$ cat src/rtl/fifo_param.sv
// Synchronous FIFO with selectable registered or first-word-fall-through read,
// occupancy thresholds and sticky overflow/underflow error flags.
module fifo_param #(
   parameter int WIDTH    = 32,
   parameter int DEPTH    = 16,
   parameter int AF_LEVEL = DEPTH - 2,
   parameter int AE_LEVEL = 2,
   parameter int FWFT     = 0
) (
   input  logic                     clk,
   input  logic                     rstn,
   input  logic [WIDTH-1:0]         data_in,
   input  logic                     enq,
   input  logic                     deq,
   input  logic                     flush,
   input  logic                     err_clr,
   output logic [WIDTH-1:0]         data_out,
   output logic                     valid,
   output logic                     full,
   output logic                     empty,
   output logic                     almost_full,
   output logic                     almost_empty,
   output logic [$clog2(DEPTH):0]   count,
   output logic                     overflow,
   output logic                     underflow
);

   localparam int AW = $clog2(DEPTH);
   localparam int CW = AW + 1;
   localparam logic [CW-1:0] DEPTH_C = CW'(DEPTH);
   localparam logic [CW-1:0] AF_C    = CW'(AF_LEVEL);
   localparam logic [CW-1:0] AE_C    = CW'(AE_LEVEL);

   logic [WIDTH-1:0] mem [DEPTH];

   logic [AW-1:0] wr_ptr_q, wr_ptr_d;
   logic [AW-1:0] rd_ptr_q, rd_ptr_d;
   logic [CW-1:0] count_q, count_d;
   logic          ovf_q, ovf_d;
   logic          udf_q, udf_d;
   logic          push, pop;

   assign full         = (count_q == DEPTH_C);
   assign empty        = (count_q == '0);
   assign almost_full  = (count_q >= AF_C);
   assign almost_empty = (count_q <= AE_C);
   assign count        = count_q;
   assign overflow     = ovf_q;
   assign underflow    = udf_q;

   // flush suppresses both transfers and any error flag set that cycle
   assign push = enq && !full && !flush;
   assign pop  = deq && !empty && !flush;

   always_comb begin
      wr_ptr_d = wr_ptr_q;
      rd_ptr_d = rd_ptr_q;
      count_d  = count_q;
      if (flush) begin
         wr_ptr_d = '0;
         rd_ptr_d = '0;
         count_d  = '0;
      end else begin
         if (push) wr_ptr_d = wr_ptr_q + AW'(1);
         if (pop)  rd_ptr_d = rd_ptr_q + AW'(1);
         case ({push, pop})
            2'b10:   count_d = count_q + CW'(1);
            2'b01:   count_d = count_q - CW'(1);
            default: count_d = count_q;
         endcase
      end
      ovf_d = (ovf_q && !err_clr) || (enq && full && !flush);
      udf_d = (udf_q && !err_clr) || (deq && empty && !flush);
   end

   always_ff @(posedge clk or negedge rstn) begin
      if (!rstn) begin
         wr_ptr_q <= '0;
         rd_ptr_q <= '0;
         count_q  <= '0;
         ovf_q    <= 1'b0;
         udf_q    <= 1'b0;
      end else begin
         wr_ptr_q <= wr_ptr_d;
         rd_ptr_q <= rd_ptr_d;
         count_q  <= count_d;
         ovf_q    <= ovf_d;
         udf_q    <= udf_d;
      end
   end

   always_ff @(posedge clk) begin
      if (push) mem[wr_ptr_q] <= data_in;
   end

   generate
      if (FWFT != 0) begin : g_fwft
         // gated so stale storage never shows while empty or in reset
         assign valid    = !empty;
         assign data_out = empty ? '0 : mem[rd_ptr_q];
      end else begin : g_reg
         logic [WIDTH-1:0] dout_q, dout_d;
         logic             valid_q, valid_d;

         always_comb begin
            dout_d  = dout_q;
            valid_d = pop;
            if (pop) dout_d = mem[rd_ptr_q];
         end

         always_ff @(posedge clk or negedge rstn) begin
            if (!rstn) begin
               dout_q  <= '0;
               valid_q <= 1'b0;
            end else begin
               dout_q  <= dout_d;
               valid_q <= valid_d;
            end
         end

         assign data_out = dout_q;
         assign valid    = valid_q;
      end
   endgenerate

endmodule

$ cat config.mk
export PLATFORM = sky130hd
export DESIGN_NAME = fifo_param
export DESIGN_NICKNAME = d
export VERILOG_FILES = /design/src/rtl/fifo_param.sv
export SDC_FILE = /design/constraint.sdc
export NUM_CORES = 1
export LEC_CHECK = 0
export ABC_CLOCK_PERIOD_IN_PS = 4660
export CORE_UTILIZATION = 50
export DETAILED_ROUTE_END_ITERATION = 6
export MAX_ROUTING_LAYER = met4
export PLACE_DENSITY = 0.65
export SYNTH_ARGS = -nofsm -noshare
export SYNTH_HDL_FRONTEND = slang
export SYNTH_SLANG_ARGS = --single-unit
$ cat constraint.sdc
create_clock -name clk -period 4.66 [get_ports clk]
set_input_delay 0.932 -clock clk [delete_from_list [all_inputs] [get_ports clk]]
set_output_delay 0.932 -clock clk [all_outputs]
set_load 0.05 [all_outputs]
==> results of run 1 <==
## cell type report
cell class | instances | area share, %
multi-input cells | 296 | 18.9
clock inverters | 26 | 1.05
flip-flops and latches | 560 | 66.4
well taps | 539 | 2.70
inverters | 7 | 0.105
repair buffers | 111 | 4.48
clock buffers | 77 | 6.34
## power by group
| group | total [mW] | switching, mW | internal (mW) | leakage [nW] |
|---|---|---|---|---|
| logic | 3.32 | 1.77 | 1.55 | 1.74 |
| clock network | 4.45 | 1.81 | 2.64 | 0.892 |
| registers | 5.98 | 0.240 | 5.74 | 5.20 |
| total | 13.7 | 3.82 | 9.93 | 7.83 |
## per-stage QoR
stage	std cells	hold slack [ns]	power (mW)	area [sq um]	worst slack, ns
2_1_floorplan	910	0.579	8.50	21500	0.291
3_3_place_gp	1513	0.489	9.44	23100	1.13
3_5_place_dp	1513	0.495	9.46	23100	1.12
4_1_cts	1616	0.467	13.9	25000	1.01
5_1_grt	1616	0.500	14.2	25000	0.917
6_report	1616	0.448	13.7	25000	1.05
## logic make-up (layout without fill, tap and decap cells)
kind of cell / Yosys count / in the layout
buffers and inverters: 54 / 221
adders and majority gates: 7 / 7
DFF: 560 / 560
xor gates and xnor gates: 7 / 7
and+or+nand+nor: 64 / 64
muxes: 195 / 195
AOI/OAI and AO/OA: 23 / 23
## worst max-delay path, cell delays in order, from the launching register on
cell,delay [ns]
dfrtp_1,0.51
or4_1,0.62
nor2_1,0.15
clkdlybuf4s50_1,0.82
## layer usage
metal  global-route usage, %  share of wire, %  vias to the layer above
met4                    6.16               1.9                        0
met5                       -                 0                        -
met1                    31.1                46                     5125
met2                    31.9                47                      266
met3                    3.20               5.1                       57
li1                        -                 -                     4091
## flip-flops by register name, summed over array words and instances (netlist names)
register / cells
valid: 1
count: 5
rd_ptr_q: 4
underflow: 1
data_out: 32
mem: 512
overflow: 1
wr_ptr_q: 4
## placed cells by master, fill, tap and decap left out, types with 2 or more instances in the layout
master and instances:
clkbuf_16 57, inv_1 7, buf_12 7, clkinv_1 7
or3_1 2, clkdlybuf4s50_1 80, nor3_2 4, ha_1 7
bufinv_16 5, mux4_2 160, mux2_2 32, a21oi_1 7
clkbuf_8 8, dfrtp_4 2, dfrtp_2 2, nand2b_1 5
xnor2_1 2, nor2_4 13, clkbuf_1 12, nor3_1 4
nand2_1 12, clkinvlp_4 5, dfrtp_1 44, mux2i_1 3
nand3_1 4, xor2_1 5, clkinv_2 8, o21a_1 2
nor2_1 13, o21ai_1 2, buf_4 23, edfxtp_1 512
o21ai_0 2
## how the worst max path moves through the flow
stage	start	slack [ns]	to
4_1_cts	count[1]	1.01	full
2_1_floorplan	count[2]	0.29	mem[0][0]
5_1_grt	count[1]	0.92	full
6_report	count[1]	1.05	full
3_5_place_dp	flush	1.12	mem[8][8]
3_3_place_gp	flush	1.13	mem[8][8]
==> results.sh, run 1 <==
export IMPL_drc_errors=0
export IMPL_reg2reg_to="data_out[7]"
export IMPL_area_delta_synth_final_pct=16.3
export IMPL_grt_overflow=0
export IMPL_fp_row_count=75
export IMPL_setup_tns_ns=0
export IMPL_tightest_slew_ns=1.06
export IMPL_maxSlewHeadroom_pct=29.4
export IMPL_synth_top_family_by_area="multiplexers"
export IMPL_clk_latency_ns=0.59
export IMPL_regArea_sq_mm=0.0166
export IMPL_ys_types=41
export IMPL_ys_warn_count=0
export IMPL_fmaxAchievable_mhz=277
export IMPL_vias_per_cell=5.90
export IMPL_cts_setup_buffers=0
export IMPL_wl_per_cell_um=26.8
export IMPL_p_leak_nw=7.83
export IMPL_synthAdderAreaFrac_pct=0.408
export IMPL_report_final_slew_viol_count=0
export IMPL_grt_usage_pct=21.4
export IMPL_synth_common_cells="edfxtp_1, mux4_2, dfrtp_1, mux2_2, nor2_1"
export IMPL_antenna_found_initial=1
export IMPL_cts_buffers=55
export IMPL_irDropWorstVdd_uv=296
export IMPL_hold_class="input pin to async pin"
export IMPL_die_w_um=209
export IMPL_yosysTopAreaCell="edfxtp_1"
export IMPL_rsz0062_at_grt="false"
export IMPL_vias=9539
export IMPL_core_area_sq_mm=0.0421
export IMPL_crit_type="register to output pin"
export IMPL_first_pass_iters=5
export IMPL_final_util_pct=59.2
export IMPL_synth_xor_xnor_area_share_pct=0.286
export IMPL_powerDensity_mw_per_mm2=551
export IMPL_cp_data_required_time_ns=3.73
export IMPL_synth_simple_area_share_pct=1.39
export IMPL_htree_levels=2
export IMPL_start_util_pct=51.0
export IMPL_drive_above_1_share_pct=30.6
export IMPL_end_kind="output pin"
export IMPL_synth_seq_cells=560
export IMPL_startpoint_type="register"
export IMPL_drt_iter0_markers=796
export IMPL_ys_seq_area_share_pct=77.2
export IMPL_maxCapViolations=0
export IMPL_rr_worst_depth=4
export IMPL_wl_um=43200
export IMPL_synth_cells=910
export IMPL_final_hold_viol_count=0
export IMPL_n_fill_cell=2934
export IMPL_ys_flop_type="edfxtp_1"
export IMPL_clock_skew_ns=0.0160
export IMPL_synth_compound_area_share_pct=0.711
export IMPL_grt_first_pass_wirelength_um=65500
export IMPL_nNetsFinal=1076
export IMPL_gp_congestion=0.777
export IMPL_synth_edf_count=512
export IMPL_io_buffers=81
export IMPL_ctsRootBufferMaster="clkbuf_16"
export IMPL_rrSetupSlack_ns=1.85
export IMPL_synthMuxAreaShare_pct=18.6
export IMPL_die_y_um=209
export IMPL_postCtsHoldBufs=0
export IMPL_arrival_ns=2.68
export IMPL_multi_input_area_sq_mm=0.00471
export IMPL_cts_resized=0
export IMPL_period_share_pct=77.4
export IMPL_min_period_ns=3.61
export IMPL_worstPathMaxFanout=11
export IMPL_cts_sinks=560
export IMPL_cts_buffer_depth=3
export IMPL_clkTransAtPathRegs_ns=0.06
export IMPL_avgSynthCellArea_sq_um=23.6
export IMPL_io_pins=82
export IMPL_status="completed"
export IMPL_place_hpwl_um=25100
export IMPL_async_reset_ff_share_pct=8.57
export IMPL_insertedDiodeCount=0
export IMPL_netlist_top_cells_area="edfxtp_1, mux4_2, dfrtp_1"
export IMPL_drtAntennaViolNets=0
export IMPL_setup_violations=0
export IMPL_synthesis_nets=955
export IMPL_synth_most_common_cell="edfxtp_1"
export IMPL_first_global_vias=10000
export IMPL_cts_tree="yes"
export IMPL_worstReg2RegStart="rd_ptr_q[0]"
export IMPL_syn_area_sq_mm=0.0215
export IMPL_die_area_sq_mm=0.0438
export IMPL_grt_max_degree=58
export IMPL_netlist_area_leader_share_pct=71.6
Power figures use the tool's default switching activity.
==> run 2: changes to the inputs <==
- ABC_CLOCK_PERIOD_IN_PS: 4660 -> 3300
- PLACE_DENSITY: 0.65 -> 0.68
- clock period: 4.66 -> 3.3 ns (I/O delays scaled with it)
==> results.sh, run 2 (same netlist as run 1, synthesis figures left out) <==
export IMPL_period_share_pct=93.5
export IMPL_startpoint_type="register"
export IMPL_cts_buffers=55
export IMPL_status="completed"
export IMPL_largest_register_ffs=512
export IMPL_cts_tree="yes"
export IMPL_first_pass_iters=7
export IMPL_final_hold_viol_count=0
export IMPL_dp_cells=1529
export IMPL_max_stage_delay_ns=0.62
export IMPL_grt_max_degree=52
export IMPL_setup_violations=0
export IMPL_first_global_vias=10100
export IMPL_holdWs_ns=0.179
export IMPL_power_total_mw=19.4
export IMPL_layout_commonest_cell="edfxtp_1"
export IMPL_drt_iter0_markers=945
export IMPL_grt_usage_pct=21.0
export IMPL_cp_top_family="simple AND/OR/NAND/NOR gates"
export IMPL_hold_class="input pin to async pin"
export IMPL_crit_path_top_delay_cell="or4_1"
export IMPL_irDropWorstVdd_uv=438
export IMPL_most_common_layout_cells="edfxtp_1, mux4_2, clkdlybuf4s50_1"
export IMPL_clock_skew_ns=0.0180
export IMPL_drc_errors=0
export IMPL_io_pins=82
export IMPL_core_area_sq_mm=0.0421
export IMPL_p_leak_nw=7.92
export IMPL_die_y_um=209
export IMPL_post_dp_cell_area_sq_mm=0.0234
export IMPL_arrival_ns=2.42
export IMPL_min_period_ns=3.08
export IMPL_drive_above_1_share_pct=31.6
export IMPL_rsz0062_at_grt="false"
export IMPL_antenna_found_initial=2
export IMPL_clkTransAtPathRegs_ns=0.06
export IMPL_maxSlewHeadroom_pct=27.4
export IMPL_path_cells="or4_1, nor2_1, dlygate4sd2_1"
export IMPL_vias_per_cell=5.90
export IMPL_maxCapViolations=0
export IMPL_gp_congestion=0.764
export IMPL_crit_type="register to output pin"
export IMPL_vias=9637
export IMPL_clk_latency_ns=0.61
export IMPL_grt_first_pass_wirelength_um=64900
export IMPL_powerDensity_mw_per_mm2=772
export IMPL_regMostFlops="mem"
export IMPL_cp_data_required_time_ns=2.64
export IMPL_area_delta_synth_final_pct=17.3
export IMPL_design_area_sq_mm=0.0252
export IMPL_start_util_pct=51.0
export IMPL_report_final_slew_viol_count=0
export IMPL_fin_cells=1634
export IMPL_wl_um=42300
export IMPL_tightest_slew_ns=1.09
export IMPL_die_area_sq_mm=0.0438
export IMPL_nNetsFinal=1092
export IMPL_wl_per_cell_um=25.9
export IMPL_cts_buffer_depth=3
export IMPL_end_kind="output pin"
export IMPL_cp_num_buf_inv=1
export IMPL_n_fill_cell=2871
export IMPL_ctsRootBufferMaster="clkbuf_16"
export IMPL_cts_setup_buffers=0
export IMPL_grt_overflow=0
export IMPL_drtAntennaViolNets=0
export IMPL_fmaxAchievable_mhz=324
export IMPL_final_util_pct=59.8
export IMPL_fp_row_count=75
export IMPL_die_w_um=209
export IMPL_io_buffers=81
export IMPL_cts_sinks=560
export IMPL_place_hpwl_um=24700
export IMPL_htree_levels=2
export IMPL_worstPathMaxFanout=11
## run 2: cell types whose count changed in the layout (fill, tap and decap cells not counted), moves of 2 or more
cell and change:
buf_12 +8, buf_4 +8, clkbuf_8 -8, clkinv_2 +5, nor3_2 -4, nor3_4 +4
clkinv_1 +3, bufinv_16 +2, clkbuf_1 -2, clkdlybuf4s50_1 -2, dlygate4sd2_1 +2
## run 2: worst reg2reg max path: cells and delay by family (launching register included)
family	cells	cell delay, ns
DFF	1	0.44
muxes	3	1.36
buffers and inverters	2	0.61
## run 2: final cells by class
type / count / area (sq um) / area share, %
multi-input cells: 296 / 4740 / 18.8
clock buffers: 66 / 1440 / 5.71
inverters: 7 / 26.3 / 0.104
repair buffers: 127 / 1340 / 5.31
clock inverters: 38 / 384 / 1.53
diodes: 1 / 2.50 / 0.00994
well taps: 539 / 674 / 2.68
flip-flops and latches: 560 / 16600 / 65.9
## run 2: routing by layer
| layer | global-route usage, % | wire (um) | part of all wire, % |
|---|---|---|---|
| met1 | 30.3 | 18600 | 44 |
| met2 | 31.6 | 20400 | 48 |
| met3 | 3.28 | 2510 | 5.9 |
| met4 | 5.70 | 792 | 1.9 |
| met5 | - | 0 | 0 |
## run 2: metrics by stage
step	TNS [ns]	setup WS, ns
6_report	0	0.216
5_1_grt	0	0.0351
4_1_cts	0	0.183
3_5_place_dp	0	0.352
3_3_place_gp	0	0.365
2_1_floorplan	-82.87	-0.219
## run 2: final timing paths
kind | slack (ns) | end | start | depth (start not counted)
setup / recovery | 0.22 | full | count[1] | 3
hold / removal | 0.18 | wr_ptr_q[2] | rstn | 1
setup reg to reg | 0.77 | data_out[15] | rd_ptr_q[0] | 5
hold reg to reg | 0.50 | data_out[11] | data_out[11] | 1
max in group asynchronous | 2.32 | rd_ptr_q[1] | rstn | 2
min in group clk | 0.50 | data_out[11] | data_out[11] | 1
## run 2: repair_timing
item / CTS / global route
endpoints found under the setup margin: 2 / 0
resized for setup: 2 / 0
hold endpoints to repair: 0 / 0
hold buffers: 0 / 0
## run 2: power breakdown
part / switching (mW) / leakage (nW) / internal, mW / total [mW]
registers: 0.223 / 5.20 / 8.10 / 8.33
clock network: 2.60 / 0.884 / 3.66 / 6.26
logic: 2.58 / 1.83 / 2.27 / 4.85
